### config.mk
export PLATFORM = sky130hd
export DESIGN_NAME = counter_4b
export DESIGN_NICKNAME = d
export VERILOG_FILES = /design/src/rtl/counter_pkg.sv /design/src/rtl/counter_4b.sv
export SDC_FILE = /design/constraint.sdc
export NUM_CORES = 1
export LEC_CHECK = 0
export BUFFER_PORTS_ARGS = -buffer_cell sky130_fd_sc_hd__buf_2
export CELL_PAD_IN_SITES_DETAIL_PLACEMENT = 1
export CELL_PAD_IN_SITES_GLOBAL_PLACEMENT = 2
export CORE_AREA = 2 2 39 41
export CTS_CLUSTER_SIZE = 20
export DETAILED_ROUTE_END_ITERATION = 12
export DIE_AREA = 0 0 41 43
export GPL_TIMING_DRIVEN = 0
export PLACE_DENSITY_LB_ADDON = 0.1
export SLEW_MARGIN = 20
export SYNTH_ARGS = -nofsm -noshare
export SYNTH_HDL_FRONTEND = slang
export SYNTH_SLANG_ARGS = --single-unit
### constraint.sdc
create_clock -name clk -period 1 [get_ports clk]
set_input_delay 0.15 -clock clk [delete_from_list [all_inputs] [get_ports clk]]
set_output_delay 0.15 -clock clk [all_outputs]
set_load 0.1 [all_outputs]
### src/rtl/counter_pkg.sv
// Shared widths, range helpers and count type for the signed timebase counter.
package counter_pkg;

  localparam int unsigned CNT_WIDTH_DEF = 4;

  // Signed range of a w-bit two's-complement value (w limited to 2..31).
  function automatic int cnt_max(input int unsigned w);
    return (1 << (w - 1)) - 1;
  endfunction

  function automatic int cnt_min(input int unsigned w);
    return -(1 << (w - 1));
  endfunction

  localparam int CNT_MAX = cnt_max(CNT_WIDTH_DEF);
  localparam int CNT_MIN = cnt_min(CNT_WIDTH_DEF);

  typedef logic signed [CNT_WIDTH_DEF-1:0] cnt_t;

endpackage

### src/rtl/counter_4b.sv
// Free-running signed up-counter with synchronous clear; wraps from max to min.
module counter_4b
  import counter_pkg::*;
#(
  parameter int unsigned WIDTH   = CNT_WIDTH_DEF,
  parameter int          RST_VAL = 0,
  parameter int          STEP    = 1
) (
  input  logic                    clk,
  input  logic                    clr,
  output logic signed [WIDTH-1:0] q
);

  localparam logic signed [WIDTH-1:0] RST_Q  = WIDTH'(RST_VAL);
  localparam logic signed [WIDTH-1:0] STEP_Q = WIDTH'(STEP);

  // Reject parameter sets the counter cannot represent.
  if (WIDTH < 2 || WIDTH > 31) begin : g_bad_width
    $error("counter_4b: WIDTH must be 2..31");
  end
  if (RST_VAL < cnt_min(WIDTH) || RST_VAL > cnt_max(WIDTH)) begin : g_bad_rst_val
    $error("counter_4b: RST_VAL outside signed WIDTH range");
  end

  // Same-width add: carry out of the MSB drops, giving the max->min wrap.
  always_ff @(posedge clk) begin
    if (clr) q <= RST_Q;
    else     q <= q + STEP_Q;
  end

`ifndef SYNTHESIS
  a_clr_loads: assert property (@(posedge clk) clr |=> (q == RST_Q));
  a_count_step: assert property (@(posedge clk)
    (!clr && !$isunknown(q)) |=> (q == $past(q) + STEP_Q));
`endif

endmodule

==> summary.txt, run 1 <==
Finish
  • Antenna Cells: 0
  • Commonest non-fill, non-tap cells in the layout: 4 x buf_6, 4 x dfxtp_4, 3 x nor2_1, 3 x clkbuf_4, 2 x nor2b_1
  • Largest register FFs: 4
  • Largest Register: q
  • Fin area: 258 µm²
  • Area Overhead vs Synth: 77.6%
  • Fin nets: 26
  • Share of cells above drive strength 1: 0.667
  • Biggest registers after layout: q x4

Clock tree
  • Clk root buf: clkbuf_4
  • CTS buffer count: 3
  • TritonCTS clock tree: yes
  • Post-CTS Repair Setup Buffers: 0
  • Worst-path clk slew: 40 ps
  • H-tree levels: 1
  • Sink Count: 4
  • Clock Latency Late Sink: 230 ps
  • Clk buf depth: 2

Setup path
  • Worst r2r dst: q[1]
  • Worst EP arrival: 820 ps
  • Family with the most delay on the worst path: flip-flops
  • Cell Chain, Critical Path: buf_6
  • Crit path launch type: flip-flop
  • Slowest-stage cell, CP: dfxtp_4
  • Worst r2r path cells: 2
  • Number of cells on the critical path: 1
  • WP buf/inv: 1
  • RR Startpoint: q[0]
  • Setup Crit Path Kind: flip-flop to output pin
  • Worst Path Max Fanout: 4
  • Crit path required time: 850 ps
  • R2r setup slk: 140 ps
  • CP Capture Type: output pin
  • Slowest stage delay, CP: 360 ps

Detailed routing
  • Iter 0 DRT Violations: 3
  • Drt first pass iters: 2
  • # DRC: 0
  • DR vias/cell: 3.24
  • Wirelength, routed: 319 µm
  • Vias: 120
  • WL per Instance: 8.62 µm
  • Routed Antenna Nets: 0

Worst hold path
  • HP Class: primary input to flip-flop
  • Hold path start: clr
  • Worst Hold Depth: 2
  • Hold Path Sink: q[0]

Global route
  • Antenna violations before repair: 0
  • GRT overflow: 0
  • GR Util met1: 0.0447
  • Tot GR Track Use: 0.0581
  • Routing usage on met2: 0.0719
  • First-pass GRT wire length: 572 µm
  • GRT Max-Usage Layer: met3
  • Largest net degree at the start of global routing: 6
  • M3 GR Usage: 0.0785
  • Vias in the first global route: 140

Place
  • Setup WS pre-CTS: 83.8 ps
  • Placed inst area: 210 µm²
  • Final RePlAce weighted congestion: 0.571
  • Port Buf Inserts: 5

Synth
  • Ys Warns: 0
  • Synth Net Count: 16
  • Synth Register Bits: 4
  • Number of distinct library cells after synthesis: 7
  • Mapped Cells: 13
  • Mapped Area: 145 µm²
  • Post-Syn Area per Cell: 11.2 µm²
  • Post-synthesis sequential area ratio: 0.552

Floorplanning
  • Horiz. Die Dim: 41 µm
  • Initial Util: 0.105
  • Ports: 6
  • Die height: 43 µm
  • # rows: 14
  • Area of the core region: 1380 µm²
  • Total die area: 1760 µm²

Pwr
  • Static leakage: 0.109 nW
  • Switching fraction of total power: 0.334
  • Clk pwr share: 0.404
  • Comb pwr share: 0.234
  • P_int: 0.000333 W
  • NetSw: 0.000167 W
  • VDD IR max: 0.000429 V
  • Seq pwr share: 0.361
  • Pwr/cell area: 1940 nW/µm²

Timing
  • Final setup vio count: 0
  • Worst Setup Slack, final: 35.0 ps
  • Final hold violations: 0
  • Max-slew violations: 0
  • Final worst path period share: 0.965
  • Rel. slew slack: 0.866
  • Max Clk Rate: 1040 MHz
  • Worst Tran Pin Value: 202 ps
  • Minimum clock period after layout: 965 ps
  • RSZ-0062 raised after global routing: false
  • Clock Skews: 1.99 ps

Run
  • Max_cap viols: 0

Run status
  • Outcome: completed
[cell type report]
class                      instances  area (µm²)
fill                             156        1130
sequential                         4        95.1
multi-input combinational          9        70.1
timing repair buffer               5        50.0
clock buffer                       3        22.5
tap                               16        20.0
[kinds of logic after synthesis]
| logic type | count (synthesis) | share of synthesized area |
|---|---|---|
| and+or+nand+nor | 6 | 0.198 |
| DFF | 4 | 0.552 |
| xor gates and xnor gates | 1 | 0.0604 |
| muxes | 1 | 0.103 |
| adders and majority gates | 1 | 0.0862 |
[timing repair]
action / 4_1_cts / 5_1_grt
gates resized for setup: 8 / 0
hold buffers: 0 / 0
endpoints found under the hold margin: 0 / 0
setup endpoints to repair: 4 / 0
[stage by stage]
stage          total power (W)   util  setup TNS [ps]  hold WS [ps]  instances
6_report              0.000499  0.186               0           135         37
5_1_grt               0.000536  0.186               0           141         37
4_1_cts               0.000517  0.186               0           132         37
3_5_place_dp          0.000287  0.152               0           384         34
3_3_place_gp          0.000286  0.152               0           377         34
2_1_floorplan         0.000269      -            -105           207         13
[layer usage]
metal  share of wire  up-vias  routed length, µm
met3            0.15        2                 48
li1                -       58                  -
met2            0.44        6                139
met4           0.019        0                  6
met1            0.39       54                125
met5               0        -                  0
[worst reg2reg max path, stage by stage, from the launching register on]
cell	delay (ps)
dfxtp_4	350
ha_1	280
nor2b_1	120
[how the worst max path moves through the flow]
stage	start	to	slack [ps]
after floorplan	q[2]	q[3]	-60
after global placement	q[0]	q[0]	80
after detailed placement	q[0]	q[0]	80
after CTS	q[0]	q[0]	20
after global routing	q[0]	q[0]	3
final	q[0]	q[0]	30
[power groups by stage]
stage          clock, W  sequential (W)  combinational (W)
3_3_place_gp          0        0.000181           0.000105
3_5_place_dp          0        0.000181           0.000106
5_1_grt        0.000233        0.000182           0.000121
4_1_cts        0.000218        0.000181           0.000119
6_report       0.000202        0.000181           0.000117
2_1_floorplan         0        0.000255          0.0000139
[synth_stat cells]
cell type,instances,area [µm²]
dfxtp_1,4,80.1
xnor2_1,1,8.76
ha_1,1,12.5
nor2_1,3,11.3
mux2_4,1,15.0
nor2b_1,2,12.5
nand3_1,1,5.00
(Power assumes the default switching activity.)
==> run 2, diff against run 1 <==
- MAX_ROUTING_LAYER: default -> met4
==> summary.txt, run 2 (synthesized netlist as in run 1, its figures left out) <==
Finish
  • Largest Register: q
  • Area Overhead vs Synth: 77.6%
  • Largest register FFs: 4
  • Final core utilization: 0.186
  • Antenna Cells: 0
  • Fin area: 258 µm²
  • Share of cells above drive strength 1: 0.667
  • Biggest registers after layout: q x4
  • Fillers: 156
  • Commonest non-fill, non-tap cells in the layout: 4 x buf_6, 4 x dfxtp_4, 3 x nor2_1, 3 x clkbuf_4, 2 x nor2b_1
  • Fin nets: 26

Timing
  • Clock Skews: 1.96 ps
  • Rel. slew slack: 0.866
  • Max Clk Rate: 1040 MHz
  • Minimum clock period after layout: 965 ps
  • Final hold violations: 0
  • Final setup vio count: 0
  • Max-slew violations: 0
  • Worst Tran Pin Value: 202 ps
  • Hold_ws: 134 ps
  • Final worst path period share: 0.965
  • RSZ-0062 raised after global routing: false

Global route
  • Vias in the first global route: 140
  • Antenna violations before repair: 0
  • Tot GR Track Use: 0.0595
  • GRT overflow: 0
  • First-pass GRT wire length: 565 µm
  • Largest net degree at the start of global routing: 6

Setup path
  • Slowest-stage cell, CP: dfxtp_4
  • RR Startpoint: q[0]
  • Crit path required time: 850 ps
  • Number of cells on the critical path: 1
  • Worst r2r path cells: 2
  • Worst Path Max Fanout: 4
  • Family with the most delay on the worst path: flip-flops
  • CP Capture Type: output pin
  • Setup Crit Path Kind: flip-flop to output pin
  • Slowest stage delay, CP: 360 ps
  • Crit path launch type: flip-flop
  • Worst EP arrival: 820 ps
  • Crit path launch: q[0]
  • WP buf/inv: 1
  • Cell Chain, Critical Path: buf_6

Clock tree
  • Sink Count: 4
  • CTS buffer count: 3
  • Worst-path clk slew: 40 ps
  • Hold-fix buffers, CTS: 0
  • TritonCTS clock tree: yes
  • Clk buf depth: 2
  • H-tree levels: 1
  • Clk root buf: clkbuf_4
  • Clock Latency Late Sink: 240 ps

Detailed routing
  • Top layer in use: met4
  • Iter 0 DRT Violations: 0
  • Met1 wire length: 125 µm
  • Met3 wire len: 48 µm
  • Drt first pass iters: 1
  • WL per Instance: 8.62 µm
  • # DRC: 0
  • Wirelength, routed: 319 µm
  • Met2 WL: 139 µm
  • Vias: 120
  • Routed Antenna Nets: 0
  • DR vias/cell: 3.24

Pwr
  • Pwr/cell area: 1940 nW/µm²
  • VDD IR max: 0.000429 V
  • Static leakage: 0.109 nW

Worst hold path
  • HP Class: primary input to flip-flop
  • Hold path start: clr
  • Worst Hold Depth: 2

Place
  • Final RePlAce weighted congestion: 0.574
  • Placed inst area: 210 µm²
  • Port Buf Inserts: 5

Floorplanning
  • # rows: 14
  • Ports: 6
  • Total die area: 1760 µm²
  • Horiz. Die Dim: 41 µm
  • Initial Util: 0.105
  • Area of the core region: 1380 µm²
  • Die height: 43 µm

Run status
  • Outcome: completed

Run
  • Max_cap viols: 0
run 2: cell counts in the layout (fill, tap and decap cells not counted):
Identical to the previous run, type by type.
run 2: power by group:
group          switching (W)  internal [W]  leakage, nW
logic              0.0000865     0.0000306       0.0594
clock network      0.0000677      0.000134       0.0138
registers          0.0000127      0.000168       0.0356
total               0.000167      0.000333        0.109
run 2: through the flow:
stage | total power [W] | setup TNS [ps] | worst slack (ps) | instances
floorplan | 0.000269 | -105 | -64.0 | 13
global placement | 0.000286 | 0 | 82.8 | 34
detailed placement | 0.000287 | 0 | 83.8 | 34
CTS | 0.000517 | 0 | 19.3 | 37
global route | 0.000536 | 0 | 3.19 | 37
finish | 0.000500 | 0 | 34.7 | 37
run 2: what timing repair did:
item | 4_1_cts | 5_1_grt
endpoints found under the setup margin | 4 | 0
buffers inserted | 0 | 0
resized for setup | 8 | 0
run 2: area by class of cell:
class,count,area [µm²],share of cell area
repair buffers,5,50.0,0.194
well taps,16,20.0,0.0777
clock buffers,3,22.5,0.0874
multi-input cells,9,70.1,0.272
flip-flops and latches,4,95.1,0.369
run 2: final timing paths:
kind | slack, ps | end
max | 30 | q[0]
min | 130 | q[0]
max reg2reg | 140 | q[1]
min reg2reg | 440 | q[0]
run 2: metal layers:
layer  up-vias  GRT usage
met4         0     0.0400
met5         -          -
met1        54     0.0447
met2         6     0.0719
li1         58          -
met3         2     0.0785
